### src/rtl/qos_vc_switch.sv
// qos_vc_switch: ingress words are sorted into NCH virtual-channel queues,
// which a weighted round-robin arbiter drains into per-channel downstream FIFOs.
module qos_vc_switch #(
    parameter int DATA_W   = 12,
    parameter int NCH      = 4,
    parameter int CH_W     = 2,
    parameter int DEPTH    = 8,
    parameter int PTR_W    = 3,
    parameter int WEIGHT_W = 2,
    parameter int CNT_W    = 5
) (
    input  logic                    clk,
    input  logic                    reset_L,
    input  logic                    init,
    input  logic [PTR_W:0]          umbral_high,
    input  logic [PTR_W:0]          umbral_low,
    input  logic [NCH*WEIGHT_W-1:0] weights,
    input  logic                    push_in,
    input  logic [DATA_W-1:0]       data_in,
    input  logic [NCH-1:0]          down_afull,
    output logic [DATA_W-1:0]       data_out,
    output logic [NCH-1:0]          push_out,
    output logic [NCH-1:0]          queue_empty,
    output logic [NCH-1:0]          queue_afull,
    output logic [NCH-1:0]          queue_aempty,
    input  logic                    req,
    input  logic [CH_W:0]           idx,
    output logic                    valid,
    output logic [CNT_W-1:0]        data,
    output logic                    active_out,
    output logic                    idle_out
);

    typedef enum logic [1:0] {S_RESET, S_INIT, S_IDLE, S_ACTIVE} state_t;

    localparam logic [PTR_W:0]   LP_FULL = (PTR_W+1)'(DEPTH);
    localparam logic [CNT_W-1:0] LP_SAT  = '1;

    state_t              r_state;
    logic [DATA_W-1:0]   r_mem  [NCH][DEPTH];
    logic [PTR_W-1:0]    r_wp   [NCH];
    logic [PTR_W-1:0]    r_rp   [NCH];
    logic [PTR_W:0]      r_cnt  [NCH];
    logic [WEIGHT_W-1:0] r_wt   [NCH];
    logic [CNT_W-1:0]    r_stat [NCH+1];
    logic [PTR_W:0]      r_hi;
    logic [PTR_W:0]      r_lo;
    logic [CH_W-1:0]     r_ptr;
    logic [WEIGHT_W-1:0] r_cred;
    logic [DATA_W-1:0]   r_dout;
    logic [NCH-1:0]      r_pout;
    logic                r_valid;
    logic [CNT_W-1:0]    r_data;

    logic                w_run;
    logic [CH_W-1:0]     w_ch;
    logic                w_full;
    logic                w_wr;
    logic                w_drop;
    logic [NCH-1:0]      w_empty;
    logic [NCH-1:0]      w_elig;
    logic [NCH-1:0]      w_push;
    logic [NCH-1:0]      w_pop;
    logic                w_gnt;
    logic [CH_W-1:0]     w_gch;
    logic [CH_W-1:0]     w_nptr;
    logic [WEIGHT_W-1:0] w_ncred;
    logic [CNT_W-1:0]    w_sel;

    assign w_run  = (r_state == S_IDLE) || (r_state == S_ACTIVE);
    assign w_ch   = data_in[DATA_W-1 -: CH_W];
    assign w_full = (r_cnt[w_ch] == LP_FULL);
    assign w_wr   = w_run && push_in && !w_full;
    assign w_drop = w_run && push_in && w_full;

    // A zero high threshold leaves almost-full deasserted.
    always_comb begin
        for (int i = 0; i < NCH; i++) begin
            w_empty[i]      = (r_cnt[i] == '0);
            w_elig[i]       = !w_empty[i] && !down_afull[i];
            w_push[i]       = w_wr && (w_ch == CH_W'(i));
            w_pop[i]        = w_gnt && (w_gch == CH_W'(i));
            queue_afull[i]  = (r_hi != '0) && (r_cnt[i] >= r_hi);
            queue_aempty[i] = (r_cnt[i] <= r_lo);
        end
    end

    always_comb begin
        logic [CH_W-1:0] c;
        c       = r_ptr;
        w_gnt   = 1'b0;
        w_gch   = r_ptr;
        w_nptr  = r_ptr;
        w_ncred = r_cred;
        if (r_state == S_ACTIVE) begin
            if (w_elig[r_ptr] && (r_cred != '0)) begin
                w_gnt   = 1'b1;
                w_ncred = r_cred - 1'b1;
            end else begin
                for (int k = 1; k <= NCH; k++) begin
                    c = r_ptr + CH_W'(k);
                    if (!w_gnt && w_elig[c]) begin
                        w_gnt   = 1'b1;
                        w_gch   = c;
                        w_nptr  = c;
                        w_ncred = r_wt[c];
                    end
                end
            end
        end
    end

    always_comb begin
        w_sel = '0;
        for (int k = 0; k <= NCH; k++) begin
            if (idx == (CH_W+1)'(k)) w_sel = r_stat[k];
        end
    end

    always_ff @(posedge clk) begin
        if (w_wr) r_mem[w_ch][r_wp[w_ch]] <= data_in;
    end

    always_ff @(posedge clk or negedge reset_L) begin
        if (!reset_L) begin
            r_state <= S_RESET;
            r_hi    <= '0;
            r_lo    <= '0;
            r_ptr   <= '0;
            r_cred  <= '0;
            r_dout  <= '0;
            r_pout  <= '0;
            r_valid <= 1'b0;
            r_data  <= '0;
            for (int i = 0; i < NCH; i++) begin
                r_wp[i]  <= '0;
                r_rp[i]  <= '0;
                r_cnt[i] <= '0;
                r_wt[i]  <= '0;
            end
            for (int k = 0; k <= NCH; k++) r_stat[k] <= '0;
        end else begin
            case (r_state)
                S_RESET:  r_state <= S_INIT;
                S_INIT:   if (!init) r_state <= S_IDLE;
                S_IDLE: begin
                    if (init)         r_state <= S_INIT;
                    else if (!(&w_empty)) r_state <= S_ACTIVE;
                end
                S_ACTIVE: begin
                    if (init) r_state <= S_INIT;
                    else if ((&w_empty) && (r_pout == '0)) r_state <= S_IDLE;
                end
                default:  r_state <= S_RESET;
            endcase

            if (r_state == S_INIT) begin
                r_hi <= umbral_high;
                r_lo <= umbral_low;
                for (int i = 0; i < NCH; i++)
                    r_wt[i] <= weights[i*WEIGHT_W +: WEIGHT_W];
            end

            for (int i = 0; i < NCH; i++) begin
                if (w_push[i]) r_wp[i] <= r_wp[i] + 1'b1;
                if (w_pop[i])  r_rp[i] <= r_rp[i] + 1'b1;
                if (w_push[i] && !w_pop[i])
                    r_cnt[i] <= r_cnt[i] + 1'b1;
                else if (!w_push[i] && w_pop[i])
                    r_cnt[i] <= r_cnt[i] - 1'b1;
            end

            r_ptr  <= w_nptr;
            r_cred <= w_ncred;
            if (w_gnt) begin
                r_dout <= r_mem[w_gch][r_rp[w_gch]];
                r_pout <= NCH'(1) << w_gch;
            end else begin
                r_pout <= '0;
            end

            // Index NCH of the statistics array is the drop counter.
            if (r_state == S_INIT) begin
                for (int k = 0; k <= NCH; k++) r_stat[k] <= '0;
            end else begin
                for (int i = 0; i < NCH; i++) begin
                    if (r_pout[i] && (r_stat[i] != LP_SAT))
                        r_stat[i] <= r_stat[i] + 1'b1;
                end
                if (w_drop && (r_stat[NCH] != LP_SAT))
                    r_stat[NCH] <= r_stat[NCH] + 1'b1;
            end

            r_valid <= req;
            r_data  <= req ? w_sel : '0;
        end
    end

    assign data_out    = r_dout;
    assign push_out    = r_pout;
    assign queue_empty = w_empty;
    assign valid       = r_valid;
    assign data        = r_data;
    assign active_out  = (r_state == S_ACTIVE);
    assign idle_out    = (r_state == S_IDLE);

endmodule
### config.mk
export PLATFORM = sky130hd
export DESIGN_NAME = qos_vc_switch
export DESIGN_NICKNAME = d
export VERILOG_FILES = /design/src/rtl/qos_vc_switch.sv
export SDC_FILE = /design/constraint.sdc
export NUM_CORES = 1
export LEC_CHECK = 0
export CAP_MARGIN = 20
export CORE_UTILIZATION = 60
export CTS_BUF_LIST = sky130_fd_sc_hd__clkbuf_2 sky130_fd_sc_hd__clkbuf_4 sky130_fd_sc_hd__clkbuf_8
export CTS_CLUSTER_SIZE = 24
export DETAILED_ROUTE_END_ITERATION = 12
export GPL_TIMING_DRIVEN = 0
export PLACE_DENSITY_LB_ADDON = 0.1
export SLEW_MARGIN = 30
export SYNTH_ARGS = -nofsm -noshare
export SYNTH_HDL_FRONTEND = slang
export SYNTH_SLANG_ARGS = --single-unit
### constraint.sdc
create_clock -name clk -period 5.9 [get_ports clk]
set_clock_uncertainty 0.2 [all_clocks]
set_input_delay 0.885 -clock clk [delete_from_list [all_inputs] [get_ports clk]]
set_output_delay 0.885 -clock clk [all_outputs]
set_load 0.03 [all_outputs]
== Word-level counts from Yosys, hierarchy flattened ==
Memories as Yosys holds them, arrays and structs flattened.
Index checks and enable logic that the tools add are counted.

* Bits of input ports: 40
* Memory bits (writable): 384
* Memories kept: 1
* Flip-flop bits (word level): 109
* Word-level logic and storage cells: 277

* Bitwise gates (word level): 8
* Muxes and demuxes: 86
* Reduce and logical (&&, ||, !) cells: 83
* Add/sub/neg operators: 25
* Shifts and indexed selects: 1
* Equal/unequal tests: 22
* Order comparisons: 21

{| class="wikitable"
|+ Memory list
! memory !! depth !! bits a word !! rd ports !! clocked after Yosys merged registers in !! wr ports !! line !! source
|-
| r_mem || 4 || 96 || 1 || 0 || 1 || 40 || <nowiki>logic [DATA_W-1:0] r_mem [NCH][DEPTH];</nowiki>
|}

{| class="wikitable"
|+ Operators by type and width
! cell !! count
|-
| $mux 96 || 1
|-
| $mux 5 || 11
|-
| $mux 2 || 24
|-
| $mux 4 || 11
|-
| $logic_and 1x1->1 || 38
|-
| $bmux 12 s3 || 1
|-
| $demux 12 s3 || 1
|-
| $mux 12 || 3
|-
| $add 5x1->5 const B || 5
|-
| $mux 25 || 1
|-
| $ne 5x5->1 const B || 5
|-
| $add 3x1->3 const B || 8
|-
| $logic_not 1->1 || 20
|-
| $logic_not 4->1 || 5
|-
| $reduce_bool 2->1 || 10
|-
| $ge 3x3->1 const B || 6
|-
| $not 2->3 || 6
|-
| $mux 1 || 17
|-
| $add 4x1->4 const B || 4
|-
| $bmux 2 s2 || 4
|-
| $ge 4x4->1 || 4
|-
| $le 4x4->1 || 4
|-
| $sub 4x1->4 const B || 4
|-
| $bmux 3 s2 || 2
|-
| 29 further kinds || 51
|}

== Longest topological paths before layout ==
* Word-level depth: 31
* Gate-level depth with buffers: 19

== Least setup slack after synthesis ==
OpenSTA, ideal clock, no wires.

* Path kind: flip-flop to flip-flop
* Start: register r_cnt[8] (netlist bit)
* End: register r_cnt[15] (netlist bit)
* Buffers on the path: 3
* Arrival time: 4052 ps
* Cell stages (with the launch flop): 18
* Path slack: 1522 ps
* Cells stage by stage: dfrtp_1 > or4_1 > buf_2 > a221oi_2 > o31ai_1 > nor4_2 > mux2i_2 > buf_6 > clkbuf_1 > nand3_1 > ha_1 > inv_1 > ha_1 > a21o_1 > a21oi_1 > xnor2_1 > nor2_1 > xor2_1

* Longest elaborated chain between the ends: 28
* Elaborated cells between the ends (all ways): 51
* Classes of those cells: eq/ne (1); mux (30); reduce/logical (20)

{| class="wikitable"
|+ RTL lines
! what !! line !! source
|-
| from (decl) || 43 || <nowiki>logic [PTR_W:0] r_cnt [NCH];</nowiki>
|-
| from (signal, indexed assignment) || 168 || <nowiki>r_cnt[i] <= r_cnt[i] + 1'b1;</nowiki>
|-
| from (signal, indexed assignment) || 170 || <nowiki>r_cnt[i] <= r_cnt[i] - 1'b1;</nowiki>
|-
| $logic_not 4->1 || 79 || <nowiki>w_empty[i] = (r_cnt[i] == '0);</nowiki>
|-
| $logic_not 1->1 || 80 || <nowiki>w_elig[i] = !w_empty[i] && !down_afull[i];</nowiki>
|-
| $logic_and 1x1->1 || 80 ||
|-
| $bmux 1 s2 || 102 || <nowiki>if (!w_gnt && w_elig[c]) begin</nowiki>
|-
| $mux 1 (not written as such) || 102 ||
|-
| $mux 1 || 102 ||
|-
| $mux 1 || 96 || <nowiki>if (w_elig[r_ptr] && (r_cred != '0)) begin</nowiki>
|-
| $mux 1 || 95 || <nowiki>if (r_state == S_ACTIVE) begin</nowiki>
|-
| (+12 left out) || - ||
|-
| $mux 2 || 102 ||
|-
| $mux 2 || 96 ||
|-
| $mux 2 || 95 ||
|-
| $logic_not 2->1 || 82 || <nowiki>w_pop[i] = w_gnt && (w_gch == CH_W'(i));</nowiki>
|-
| $logic_and 1x1->1 || 82 ||
|-
| $logic_not 1->1 || 167 || <nowiki>if (w_push[i] && !w_pop[i])</nowiki>
|-
| $logic_and 1x1->1 || 167 ||
|-
| $mux 4 / $reduce_bool 2->1 (equally long branches) || - ||
|}

Several ways; a longest one is shown, not always the timed one. The select of a mux whose other input is x is not followed.
A chain may end at the register's enable or synchronous reset.

== Final worst setup path ==
* Start: register r_cnt[9] (netlist bit)
* End: register r_cnt[11] (netlist bit)

* Longest elaborated chain between the ends: 28
* Elaborated cells between the ends (all ways): 54
* Classes of those cells: add/sub (2); eq/ne (2); mux (31); reduce/logical (19)

{| class="wikitable"
|+ RTL lines
! what !! line
|-
| $logic_not 4->1 || 79
|-
| $logic_not 1->1 || 80
|-
| $logic_and 1x1->1 || 80
|-
| $bmux 1 s2 || 102
|-
| $mux 1 (not written as such) || 102
|-
| $mux 1 || 102
|-
| $mux 1 || 96
|-
| $mux 1 || 95
|-
| (+12 left out) || -
|-
| $mux 2 || 102
|-
| $mux 2 || 96
|-
| $mux 2 || 95
|-
| $eq 2x1->1 || 82
|-
| $logic_and 1x1->1 || 82
|-
| $logic_not 1->1 || 167
|-
| $logic_and 1x1->1 || 167
|-
| $mux 4 / $reduce_bool 2->1 (equally long branches) || -
|}

Several ways; a longest one is shown, not always the timed one. The select of a mux whose other input is x is not followed.

==> flow_metrics.py <==
metrics = {
    "setup_path": {
        "endpoint_kind": "register",
        "r2r-end": "r_cnt[11]$_DFFE_PN0P_",
        "worstSetupPathType": "register to register",
        "cp_max_fo": 10,
        "r2r_slack_ns": 0.42,
        "critPathArrivalTime_ns": 5.79,
        "worstRegToRegCells": 17,
        "worstReg2RegStart": "r_cnt[9]$_DFFE_PN0P_",
        "worst_ep_required_time_ns": 6.21,
        "worst_setup_path_start_kind": "register",
    },
    "job": {
        "maxCapViolCount": 0,
    },
    "sta": {
        "setup_viol": 0,
        "holdWs_ns": 0.269,
        "rsz0062_at_grt": "false",
        "period_needed_ns": 5.48,
        "tightest_slew_ns": 0.995,
        "fmax_mhz": 182,
        "slew_violations": 0,
        "fin_crit_sh": 0.930,
        "finalHoldViolCount": 0,
        "slew_headroom": 0.336,
    },
    "logic_synthesis": {
        "synth_area_leaders": "edfxtp_1 (52%), dfrtp_1 (12%), mux2i_1 (7.6%), ha_1 (3.6%), a21oi_1 (2.6%)",
        "async_flop_share": 0.221,
        "avgSynthCellArea_sq_um": 14.1,
        "yosysTopAreaCell": "edfxtp_1",
        "synth_warnings": 0,
        "synthesis.area_sq_mm": 0.0220,
        "synth_top_area_share": 0.524,
        "ys_types": 71,
        "ys.flop_type": "edfxtp_1",
        "synth_enable_flop_cells": 384,
        "synth-seq-area-share": 0.648,
        "synth_seq_cells": 493,
        "syn_nets": 1669,
        "synth_cells": 1562,
    },
    "placed_design": {
        "routabilityCongestion": 0.882,
        "io_buffers": 73,
        "hpwl_um": 36600,
        "place_area_sq_mm": 0.0234,
    },
    "power": {
        "p_leak_nw": 9.39,
        "vdd_drop_max_v": 0.000356,
        "p_sw_frac": 0.385,
        "powerDensity_mw_per_mm2": 509,
        "p_clk_frac": 0.239,
        "p_seq_frac": 0.337,
        "p_comb_frac": 0.425,
        "power.net_switching_mw": 4.92,
        "intPower_mw": 7.86,
    },
    "die": {
        "die_x_um": 194,
        "die_area_sq_mm": 0.0375,
        "initial_core_util": 0.614,
        "coreArea_sq_mm": 0.0358,
        "rows": 69,
        "ioPinCount": 76,
        "die_h_um": 194,
    },
    "global_route": {
        "grt_pass1_wl_um": 82500,
        "overflow": 0,
        "grt_max_degree": 83,
        "antenna_found_initial": 0,
        "track_usage": 0.296,
        "grt_pass1_vias": 14000,
    },
    "final_layout": {
        "fillCellCount": 2468,
        "final_nets": 1829,
        "layout-drive-gt1-share": 0.164,
        "syn2layout_area_growth_pct": 14.0,
        "antennaDiodeCount": 0,
        "fin_area_sq_mm": 0.0251,
    },
    "min_path": {
        "hold_depth": 1,
        "hp-start": "r_rp[5]$_DFFE_PN0P_",
        "hold_end": "r_rp[5]$_DFFE_PN0P_",
        "hold_class": "register to register",
    },
    "clock_tree": {
        "clock_sinks": 493,
        "cts_root_buffer": "clkbuf_8",
        "cts_setup_buffers": 0,
        "cts_made_buffers": 78,
        "clk_latency_ns": 0.63,
        "cts_tree": "built",
        "ctsHtreeMaxLevel": 3,
        "clockBufferDepth": 3,
        "clk_pin_slew_worst_paths_ns": 0.06,
    },
    "outcome": {
        "status": "completed",
    },
    "drt": {
        "antenna_left": 0,
        "via_per_inst": 6.22,
        "routed_wl_um": 54200,
        "route.vias.total": 13900,
        "dr.pass1.iters": 6,
        "wl_per_cell_um": 24.2,
        "drc": 0,
        "dr.first_iter.drc_count": 1390,
    },
}
[synthesized netlist by cell type, types with 13 or more instances]
cell type	instances
a211oi_1	25
a21oi_1	113
a221o_1	23
buf_2	18
clkbuf_1	54
dfrtp_1	109
edfxtp_1	384
ha_1	63
inv_1	24
mux2_2	46
mux2i_1	168
mux4_2	13
nand2_1	128
nand2b_1	17
nand3_1	14
nor2_1	79
nor2b_1	39
nor3_1	16
o21ai_0	29
xnor2_1	29
xor2_1	17
[registers in the layout, indices dropped and copies added, names as in the netlist, 4 cells and up]
| register | cells |
|---|---|
| data | 5 |
| data_out | 12 |
| push_out | 4 |
| r_cnt | 16 |
| r_hi | 4 |
| r_lo | 4 |
| r_mem | 384 |
| r_rp | 12 |
| r_stat | 25 |
| r_wp | 12 |
| r_wt | 8 |
[metrics by stage]
stage	setup WS (ns)	util	power, mW	cells	TNS, ns
floorplan	1.52	-	7.87	1562	0
global placement	-0.673	0.651	9.59	2096	-88.46
detailed placement	0.118	0.654	9.71	2102	0
CTS	0.416	0.700	12.7	2239	0
global route	0.148	0.701	13.4	2239	0
finish	0.415	0.701	12.8	2239	0
[routing by layer]
metal / GRT usage / wire length (um)
met5: 0 / 0
met4: 0.108 / 1520
met1: 0.422 / 22700
met3: 0.0624 / 5060
met2: 0.453 / 25000
[power by group through the flow]
stage	Clock (mW)	Sequential (mW)	Combinational (mW)
after floorplan	0	4.38	3.48
after global placement	0	4.36	5.22
after detailed placement	0	4.38	5.33
after CTS	3.08	4.31	5.36
after global routing	3.23	4.35	5.79
final	3.05	4.30	5.43
[placed cells by master (no fill, tap or decap), types with 25 or more instances in the layout]
master           count
a211oi_1            25
a21oi_1            113
buf_2               30
clkbuf_1            54
clkbuf_4            32
clkbuf_8            91
clkdlybuf4s50_1     60
dfrtp_1            109
edfxtp_1           384
ha_1                63
mux2_2              46
mux2i_1            168
nand2_1            128
nor2_1              51
nor2_2              28
nor2b_1             39
o21ai_0             29
xnor2_1             29
[what timing repair did]
action                                 4_1_cts  5_1_grt
gates resized for setup                      0        0
endpoints found under the hold margin       27        0
hold buffers                                 1        0
[logic make-up (layout without fill, tap and decap cells)]
| logic type | Yosys count | after routing | synth area share |
|---|---|---|---|
| XOR/XNOR | 46 | 46 | 0.0183 |
| multiplexers | 228 | 228 | 0.114 |
| flip-flops | 493 | 493 | 0.648 |
| AND/OR/NAND/NOR | 326 | 326 | 0.0692 |
| adder cells (fa/ha/maj) | 67 | 67 | 0.0394 |
| buffers and inverters | 121 | 337 | 0.0252 |
| AO/OA/AOI/OAI | 281 | 281 | 0.0864 |
[final cells by class]
class	count	area, sq um	area share
Clock inverter	13	149	0.00593
Inverter	31	138	0.00548
Buffer	90	417	0.0166
Clock buffer	123	1490	0.0595
Multi-Input combinational cell	948	7290	0.291
Timing Repair Buffer	80	774	0.0309
Tap cell	461	577	0.0230
Sequential cell	493	14300	0.568
[worst max path at each step]
stage / from / endpoint / cells past startpoint
final: r_cnt[9]$_DFFE_PN0P_ / r_cnt[11]$_DFFE_PN0P_ / 17
after global routing: r_cnt[8]$_DFFE_PN0P_ / r_cnt[11]$_DFFE_PN0P_ / 17
after CTS: r_cnt[9]$_DFFE_PN0P_ / r_cnt[11]$_DFFE_PN0P_ / 17
after detailed placement: down_afull[0] / r_cnt[11]$_DFFE_PN0P_ / 17
after global placement: reset_L / data_out[2]$_DFFE_PN0P_ / 1
after floorplan: r_cnt[8]$_DFFE_PN0P_ / r_cnt[15]$_DFFE_PN0P_ / 17
[critical path, cell delays in order (launching register included)]
cell,delay (ns)
dfrtp_1,0.48
or4_1,0.67
buf_2,0.24
a221oi_2,0.33
o31ai_1,0.15
nor4_2,0.36
mux2i_2,0.55
buf_6,0.27
clkbuf_1,0.34
nand3_1,0.34
ha_1,0.34
inv_1,0.12
ha_1,0.25
a21o_1,0.19
a21oi_1,0.19
xnor2_1,0.14
nor2_1,0.06
xor2_1,0.14
Power figures use the tool's default switching activity.
